--- config.mk ---
export PLATFORM = sky130hd
export DESIGN_NAME = fetch_unit
export DESIGN_NICKNAME = d
export VERILOG_FILES = /design/src/rtl/fetch_unit.sv
export SDC_FILE = /design/constraint.sdc
export NUM_CORES = 1
export LEC_CHECK = 0
export ABC_AREA = 0
export CORE_MARGIN = 3
export CORE_UTILIZATION = 23
export CTS_CLUSTER_SIZE = 12
export DETAILED_ROUTE_END_ITERATION = 7
export DONT_BUFFER_PORTS = 1
export GPL_TIMING_DRIVEN = 0
export PLACE_DENSITY = 0.45
export SLEW_MARGIN = 25
export SYNTH_ARGS = -nofsm -noshare
export SYNTH_HDL_FRONTEND = slang
export SYNTH_SLANG_ARGS = --single-unit
--- constraint.sdc ---
create_clock -name clk -period 6 [get_ports clk]
set_clock_uncertainty 0.2 [all_clocks]
set_input_delay 1.2 -clock clk [delete_from_list [all_inputs] [get_ports clk]]
set_output_delay 1.2 -clock clk [all_outputs]
set_load 0.05 [all_outputs]
--- src/rtl/fetch_unit.sv ---
// fetch_unit: PC holder and single-outstanding instruction fetcher feeding decode,
// with a one-entry skid buffer and redirect handling that kills stale responses.
`default_nettype none

`ifndef BUBBLE
`define BUBBLE 32'h0000_0013
`endif

module fetch_unit #(
  parameter logic [31:0] RESET_PC = 32'h0000_0000
) (
  input  logic        clk,
  input  logic        reset,
  output logic        imem_req_valid,
  input  logic        imem_req_ready,
  output logic [31:0] imem_req_addr,
  input  logic        imem_resp_valid,
  input  logic [31:0] imem_resp_data,
  input  logic        redirect_valid,
  input  logic [31:0] redirect_pc,
  input  logic        stall,
  output logic        out_valid,
  output logic [31:0] out_pc,
  output logic [31:0] out_instruction
);

  typedef enum logic [1:0] {
    S_REQ  = 2'd0,
    S_WAIT = 2'd1,
    S_FULL = 2'd2
  } state_t;

  state_t      state_q, state_d;
  logic [31:0] pc_q, pc_d;
  logic [31:0] req_pc_q, req_pc_d;
  logic        kill_q, kill_d;
  logic [31:0] buf_pc_q, buf_pc_d;
  logic [31:0] buf_insn_q, buf_insn_d;
  logic        out_valid_q, out_valid_d;
  logic [31:0] out_pc_q, out_pc_d;
  logic [31:0] out_insn_q, out_insn_d;
  logic [31:0] redirect_target;

  assign redirect_target = redirect_pc & ~32'h0000_0003;

  always_comb begin
    state_d        = state_q;
    pc_d           = pc_q;
    req_pc_d       = req_pc_q;
    kill_d         = kill_q;
    buf_pc_d       = buf_pc_q;
    buf_insn_d     = buf_insn_q;
    out_valid_d    = out_valid_q;
    out_pc_d       = out_pc_q;
    out_insn_d     = out_insn_q;
    imem_req_valid = (state_q == S_REQ);
    imem_req_addr  = pc_q;

    // Decode consumes the current slot; a load below may refill it.
    if (!stall) begin
      out_valid_d = 1'b0;
      out_insn_d  = `BUBBLE;
    end

    case (state_q)
      S_REQ: begin
        if (imem_req_ready) begin
          state_d  = S_WAIT;
          req_pc_d = pc_q;
        end
      end
      S_WAIT: begin
        if (imem_resp_valid) begin
          if (kill_q) begin
            kill_d  = 1'b0;
            state_d = S_REQ;
          end else if (!out_valid_q || !stall) begin
            out_valid_d = 1'b1;
            out_pc_d    = req_pc_q;
            out_insn_d  = imem_resp_data;
            pc_d        = req_pc_q + 32'd4;
            state_d     = S_REQ;
          end else begin
            buf_pc_d   = req_pc_q;
            buf_insn_d = imem_resp_data;
            pc_d       = req_pc_q + 32'd4;
            state_d    = S_FULL;
          end
        end
      end
      S_FULL: begin
        if (!stall) begin
          out_valid_d = 1'b1;
          out_pc_d    = buf_pc_q;
          out_insn_d  = buf_insn_q;
          state_d     = S_REQ;
        end
      end
      default: state_d = S_REQ;
    endcase

    // Redirect wins over everything; an in-flight request must be killed.
    if (redirect_valid) begin
      pc_d        = redirect_target;
      out_valid_d = 1'b0;
      out_insn_d  = `BUBBLE;
      case (state_q)
        S_REQ: begin
          if (imem_req_ready) begin
            state_d = S_WAIT;
            kill_d  = 1'b1;
          end else begin
            state_d = S_REQ;
          end
        end
        S_WAIT: begin
          if (imem_resp_valid) begin
            state_d = S_REQ;
            kill_d  = 1'b0;
          end else begin
            state_d = S_WAIT;
            kill_d  = 1'b1;
          end
        end
        default: state_d = S_REQ;
      endcase
    end
  end

  always_ff @(posedge clk) begin
    if (reset) begin
      state_q     <= S_REQ;
      pc_q        <= RESET_PC;
      req_pc_q    <= RESET_PC;
      kill_q      <= 1'b0;
      buf_pc_q    <= 32'h0;
      buf_insn_q  <= `BUBBLE;
      out_valid_q <= 1'b0;
      out_pc_q    <= 32'h0;
      out_insn_q  <= `BUBBLE;
    end else begin
      state_q     <= state_d;
      pc_q        <= pc_d;
      req_pc_q    <= req_pc_d;
      kill_q      <= kill_d;
      buf_pc_q    <= buf_pc_d;
      buf_insn_q  <= buf_insn_d;
      out_valid_q <= out_valid_d;
      out_pc_q    <= out_pc_d;
      out_insn_q  <= out_insn_d;
    end
  end

  assign out_valid       = out_valid_q;
  assign out_pc          = out_pc_q;
  assign out_instruction = out_insn_q;

endmodule

`default_nettype wire

== Word-level counts from Yosys, hierarchy flattened ==
Cells that the tools add are included.
Widths: inputs -> output; s select.

* Register bits: 196
* Latch bits: 0
* Bits in writable memories: 0
* ROM bits: 0
* Input port bits: 70
* Output and inout bits: 98
* Logic and storage cells: 74
* Memories: 0

* Add/subtract/negate cells: 1
* $mul: 0
* Divide/modulo/power cells: 0
* Order comparisons: 0
* Equal/unequal tests: 10
* Shifts and indexed selects: 0
* Multiplexer cells: 37
* Bitwise operators: 2
* Reduce and logical (&&, ||, !) cells: 14

{| class="wikitable"
|+ Operator list
! kind !! number
|-
| $mux 32 || 13
|-
| $pmux 32 s2 || 2
|-
| $add 32x3->32 const B || 1
|-
| $mux 1 || 12
|-
| $mux 2 || 6
|-
| $ne 2x2->1 const B || 5
|-
| $reduce_and 3->1 || 3
|-
| $ne 3x3->1 const B || 2
|-
| $pmux 2 s3 || 1
|-
| $reduce_bool 2->1 || 3
|-
| $reduce_and 5->1 || 1
|-
| $pmux 1 s2 || 2
|-
| $pmux 2 s2 || 1
|-
| $reduce_and 4->1 || 1
|-
| $ne 3x1->1 const B || 1
|-
| $eq 2x1->1 const B || 1
|-
| $eq 2x2->1 const B || 1
|-
| $logic_not 1->1 || 2
|-
| $logic_not 2->1 || 1
|-
| $not 1->1 || 2
|-
| $reduce_and 2->1 || 1
|-
| $reduce_or 2->1 || 1
|-
| $logic_or 1x1->1 || 1
|}

== Logic depth before layout (Yosys ltp) ==
Gate-level depths: netlist of the first run.

* Depth in word-level cells: 7
* Depth in mapped cells: 10
* Gate-level depth less buffers: 7

== Least setup slack after synthesis of the first run ==
OpenSTA, ideal clock, no wires.

* Kind: input -> register
* From: input reset
* To: register pc_q[5] (netlist: imem_req_addr[5])
* Library setup time: 0.134 ns
* Arrival: 2.189 ns
* Setup slack: 3.478 ns
* Stages: 5
* Buffers on the path: 3
* Path through: clkbuf_1 or2_2 clkbuf_1 clkbuf_1 o22ai_1

{| class="wikitable"
|+ RTL lines
! item !! line !! text
|-
| from (decl) || 13 || <nowiki>input logic reset,</nowiki>
|-
| to (signal assigned) || 143 || <nowiki>pc_q <= pc_d;</nowiki>
|-
| to (decl) || 34 || <nowiki>logic [31:0] pc_q, pc_d;</nowiki>
|}

== Final worst setup path of the first run ==
* From: register out_valid_q (netlist: out_valid)
* To: register buf_pc_q[19]

* Word-level cells in the longest chain between the ends: 4

{| class="wikitable"
|+ RTL lines
! item !! line !! text
|-
| from (decl) || 39 || <nowiki>logic out_valid_q, out_valid_d;</nowiki>
|-
| from (signal assigned) || 148 || <nowiki>out_valid_q <= out_valid_d;</nowiki>
|-
| $logic_not 1->1 || 77 || <nowiki>end else if (!out_valid_q || !stall) begin</nowiki>
|-
| $logic_or 1x1->1 || 77 ||
|-
| $not 1->1 (no source line) || -- ||
|-
| $reduce_and 4->1 (no source line) || -- ||
|-
| to (signal assigned) || 146 || <nowiki>buf_pc_q <= buf_pc_d;</nowiki>
|-
| to (decl) || 37 || <nowiki>logic [31:0] buf_pc_q, buf_pc_d;</nowiki>
|}

No other way between the ends.
A chain may end at the register's enable or synchronous reset.

==> results of run 1 <==
worst max-delay path, cell delays in order (launching register included):
cell	delay, ns
dfxtp_1	0.70
clkbuf_2	0.30
nand2_1	0.28
nor2_2	0.73
buf_2	0.40
nand2_1	0.08
a21oi_1	0.13
report_power, final:
part           internal [mW]  switching [mW]
clock                  0.596           0.591
sequential              1.34           0.151
combinational         0.0722           0.162
through the flow:
stage | instance area [um^2] | hold slack [ns]
after floorplan | 8720 | 0.233
after global placement | 9350 | 0.242
after detailed placement | 9350 | 0.248
after CTS | 9940 | 0.258
after global routing | 9940 | 0.270
final | 9940 | 0.255
cell usage in the layout (no fill, tap or decap), drive strengths merged, types with 13 or more instances in the layout:
master  count
a21oi     154
inv        13
buf        40
dfxtp     196
o21ai      13
nand2     244
xor2       19
nand3      18
clkbuf     72
mux2i      34
o22ai      47
and3       28
a22oi      27
nor2       73
a211oi     34
how the worst max path moves through the flow:
stage / end / from / depth (start not counted)
after floorplan: imem_req_addr[5] / reset / 5
after CTS: buf_pc_q[19] / out_valid / 6
after global routing: buf_pc_q[17] / out_valid / 6
after detailed placement: imem_req_addr[5] / reset / 5
after global placement: imem_req_addr[6] / reset / 5
final: buf_pc_q[19] / out_valid / 6
area by class of cell:
| type | count | area share |
|---|---|---|
| clock buffer | 18 | 0.0432 |
| clock inverter | 14 | 0.0161 |
| antenna | 1 | 0.000252 |
| inverter | 5 | 0.00189 |
| multi-input combinational | 767 | 0.438 |
| buffer | 94 | 0.0429 |
| tap | 504 | 0.0634 |
| sequential | 196 | 0.395 |
metal layers:
layer,track usage,up-vias
li1,-,3750
met1,0.192,3615
met2,0.248,259
met3,0.0751,39
met4,0.0344,10
met5,0,-
flip-flops by register name, indices dropped and copies added, names as in the netlist:
signal and cells:
buf_insn_q 32, buf_pc_q 32, imem_req_addr 32, kill_q 1
out_instruction 32, out_pc 32, out_valid 1, req_pc_q 32
state_q 2
kinds of logic (layout without fill, tap and decap cells):
logic type | count (synthesis) | count (layout) | synth area share
DFF | 196 | 196 | 0.450
buffers and inverters | 99 | 131 | 0.0511
other | 0 | 1 | 0
adders and majority gates | 4 | 4 | 0.00574
AOI/OAI and AO/OA | 292 | 292 | 0.218
muxes | 36 | 36 | 0.0416
xor gates and xnor gates | 28 | 28 | 0.0281
and+or+nand+nor | 407 | 407 | 0.206
==> flow_summary.json, run 1 <==
{
  "clockBufferDepth": 2,
  "met1_length_mm": 13.6,
  "grt_max_degree": 20,
  "multiInputGateArea_um2": 4350,
  "die_x_um": 201,
  "area_delta_synth_final_pct": 14.0,
  "hpwl_mm": 23.4,
  "synth_edf_count": 0,
  "drcViolationCount": 0,
  "utilization": 0.269,
  "fin_ws_ns": 3.10,
  "synth_top_area_share": 0.450,
  "grtUsageTotal": 0.156,
  "rr_startpoint": "out_valid",
  "synth_common_cells": "nand2_1 (244), dfxtp_1 (196), a21oi_1 (153)",
  "synth_flop_cell": "dfxtp_1",
  "max_slew_margin": 0.369,
  "setup.worst_path.start_class": "flip-flop",
  "fin_tns_setup_ns": 0,
  "avgSynthCellArea_um2": 8.21,
  "min_from": "buf_pc_q[27]",
  "firstDrtPassIters": 5,
  "io-pin-count": 168,
  "die_h_um": 201,
  "leakagePower_nw": 3.14,
  "worst_pin_slew_ns": 0.946,
  "rows": 70,
  "grt_overflow": 0,
  "routedWlPerCell_um": 20.0,
  "drive_above_1_share": 0.0987,
  "clock_sinks": 196,
  "synth.area.top_cells": "dfxtp_1 (45%), nand2_1 (11%), a21oi_1 (8.8%)",
  "power_mw": 2.91,
  "start_util": 0.236,
  "period_needed_ns": 2.90,
  "num_vias": 7673,
  "dieArea_um2": 40300,
  "worstHoldPathType": "reg2reg",
  "yosysSeqAreaShare": 0.450,
  "cts_tree": "yes",
  "path_class": "reg2reg",
  "placed_cells": 1566,
  "cts-root-buf": "clkbuf_16",
  "r2r-end": "buf_pc_q[19]",
  "ctsHoldBuffers": 0,
  "routed_via_density": 4.80,
  "antenna_found_initial": 6,
  "nFillCells": 4032,
  "clk_latency_ns": 0.45,
  "rsz0062_at_grt": "no",
  "grt_pass1_vias": 7412,
  "final_cells": 1599,
  "async_flop_share": 0,
  "regArea_um2": 3920,
  "nets": 1155,
  "cts_resized": 0,
  "routed.top_layer": "met5",
  "max-vdd-ir-drop_mv": 0.200,
  "required_ns": 6.18,
  "finalCritPeriodShare": 0.484,
  "wl_met2_mm": 14.5,
  "cts-htree-levels": 4,
  "clk_pin_slew_ns": 0.08,
  "gp_congestion": 0.781,
  "drt_iter0_markers": 558,
  "reg2reg_slack_ns": 3.10,
  "dpl_worst_slack_ns": 2.70,
  "wl_met3_mm": 3.45,
  "ys_types": 50,
  "crit_fanout": 10,
  "synth_area_um2": 8720,
  "worstHoldEndpoint": "buf_pc_q[27]",
  "status": "complete, no violations",
  "cts_buffers": 17,
  "port-buffer-count": 0,
  "finalHoldViolCount": 0,
  "synth_most_common_cell": "nand2_1",
  "syn_nets": 1136,
  "reg2regPathDepth": 6,
  "clock.fmax_mhz": 345,
  "slew_viol_final": 0,
  "maxCapViolations": 0,
  "grt_first_pass_wirelength_mm": 47.9,
  "cp.arrival_ns": 3.08,
  "totalWireLength_mm": 32.0,
  "synth_top_area_cell": "dfxtp_1",
  "ant_nets": 0,
  "coreArea_um2": 37000,
  "yosys_warnings": 0,
  "end_kind": "flip-flop",
  "synth-seq-cells": 196,
  "cts_setup_buffers": 0,
  "min_path_cells": 2,
  "p_per_area_nw_per_um2": 293,
  "synthCells": 1062,
  "finalSetupViolations": 0
}
(Power assumes the default switching activity.)
==> inputs of run 2 (changes only) <==
==> constraint.sdc (replaced) <==
create_clock -name clk -period 2.8 [get_ports clk]
set_clock_uncertainty 0.2 [all_clocks]
set_input_delay 0.56 -clock clk [delete_from_list [all_inputs] [get_ports clk]]
set_output_delay 0.56 -clock clk [all_outputs]
set_load 0.05 [all_outputs]
==> run 2 against run 1 <==
  * Non-clock buffer count rose by 1
  * Final area rose by 0.34%
  * Clock power is 110% higher
  * Critical endpoint is now req_pc_q[6]
==> flow_summary.json, run 2 (synthesized netlist as in run 1, its figures left out) <==
{
  "required_ns": 2.98,
  "setup.worst_path.start_class": "flip-flop",
  "worst_pin_slew_ns": 0.941,
  "clock_sinks": 196,
  "drt_iter0_markers": 525,
  "gp_congestion": 0.781,
  "path_class": "reg2reg",
  "crit_path_start": "state_q[1]",
  "ant_nets": 0,
  "drive_above_1_share": 0.101,
  "slew_viol_final": 0,
  "rsz0062_at_grt": "no",
  "placed_cells": 1566,
  "hpwl_mm": 23.4,
  "final_cell_mix": "nand2_1 (244), dfxtp_1 (195), a21oi_1 (153)",
  "grt_pass1_vias": 7410,
  "clk_latency_ns": 0.45,
  "cts_buffers": 17,
  "status": "complete, no violations",
  "reg2reg_slack_ns": 0.26,
  "clockBufferDepth": 2,
  "fin_ws_ns": 0.263,
  "finalHoldViolCount": 0,
  "min_path_cells": 2,
  "final_cells": 1601,
  "area_delta_synth_final_pct": 14.4,
  "max_slew_margin": 0.373,
  "firstDrtPassIters": 5,
  "rows": 70,
  "coreArea_um2": 37000,
  "rr_startpoint": "state_q[1]",
  "reg2regPathDepth": 7,
  "clk_pin_slew_ns": 0.08,
  "cp.arrival_ns": 2.71,
  "dieArea_um2": 40300,
  "cts_tree": "yes",
  "min_from": "imem_resp_data[26]",
  "grt_overflow": 0,
  "io-pin-count": 168,
  "port-buffer-count": 0,
  "ctsHoldBuffers": 0,
  "routed_via_density": 4.78,
  "die_h_um": 201,
  "maxCapViolations": 0,
  "cp-endpoint": "req_pc_q[6]",
  "drcViolationCount": 0,
  "clock.fmax_mhz": 394,
  "p_per_area_nw_per_um2": 626,
  "die_x_um": 201,
  "end_kind": "flip-flop",
  "dpl_worst_slack_ns": -0.125,
  "leakagePower_nw": 3.15,
  "routedWlPerCell_um": 20.0,
  "timing.hold.ws_ns": 0.0406,
  "cts-root-buf": "clkbuf_16",
  "grt_first_pass_wirelength_mm": 47.9,
  "finalSetupViolations": 0,
  "finalCritPeriodShare": 0.906,
  "cts-htree-levels": 4,
  "num_vias": 7654,
  "crit_fanout": 10,
  "period_needed_ns": 2.54,
  "start_util": 0.236,
  "antenna_found_initial": 6,
  "final_common_cell": "nand2_1",
  "nets": 1156,
  "grtUsageTotal": 0.156,
  "r2r-end": "req_pc_q[6]",
  "grt_max_degree": 20,
  "totalWireLength_mm": 32.0,
  "worstHoldPathType": "in2reg",
  "max-vdd-ir-drop_mv": 0.412
}
## run 2: per-stage QoR
stage / total power [mW] / area, um^2 / utilization / TNS, ns
finish: 6.24 / 9980 / 0.270 / 0
global route: 6.48 / 9970 / 0.270 / 0
CTS: 6.30 / 9950 / 0.269 / 0
detailed placement: 3.77 / 9350 / 0.253 / -4.27
global placement: 3.76 / 9350 / 0.253 / -4.94
floorplan: 3.58 / 8720 / - / 0
## run 2: final cells by class
| class | count | area (um^2) |
|---|---|---|
| Timing Repair Buffer | 1 | 20.0 |
| Antenna cell | 2 | 5.00 |
| Inverter | 5 | 18.8 |
| Clock inverter | 14 | 160 |
| Clock buffer | 18 | 429 |
| Multi-Input combinational cell | 767 | 4360 |
| Sequential cell | 196 | 3930 |
| Buffer | 94 | 427 |
| Fill cell | 4032 | 27000 |
| Tap cell | 504 | 631 |
## run 2: routing by layer
layer / global-route usage / part of all wire / up-vias
met5: 0 / 0.0016 / -
met4: 0.0344 / 0.012 / 8
met3: 0.0751 / 0.11 / 37
met2: 0.248 / 0.45 / 255
met1: 0.192 / 0.43 / 3600
li1: - / - / 3754
## run 2: how the worst min path moves through the flow
stage,to
final,buf_insn_q[26]
after global routing,buf_insn_q[20]
after CTS,buf_insn_q[27]
after detailed placement,buf_pc_q[30]
after global placement,buf_pc_q[0]
after floorplan,buf_insn_q[4]
## run 2: where the power goes
part           leakage (nW)  switching, mW  internal, mW
clock                 0.287           1.27          1.28
sequential             1.59          0.324          2.87
combinational          1.27          0.349         0.159
## run 2: timing repair
| action | in CTS | in global routing |
|---|---|---|
| pin swaps | 0 | 1 |
| gates resized for setup | 2 | 1 |
| setup buffers | 0 | 1 |
| setup endpoints to repair | 60 | 63 |
## run 2: critical path, stage by stage (launching register included)
cell and delay, ns:
dfxtp_1 0.34, inv_1 0.08, ha_1 0.59, and2_1 0.22
clkbuf_1 0.31, clkbuf_1 0.46, nand2_1 0.10, a21oi_1 0.16
==> inputs of run 3 (changes only) <==
--- a/config.mk
+++ b/config.mk
@@ -17,3 +17,4 @@
 export SYNTH_ARGS = -nofsm -noshare
 export SYNTH_HDL_FRONTEND = slang
 export SYNTH_SLANG_ARGS = --single-unit
+export TNS_END_PERCENT = 100
==> results of run 3 <==
The final DEF is identical to that of run 2; final timing and power are the same.
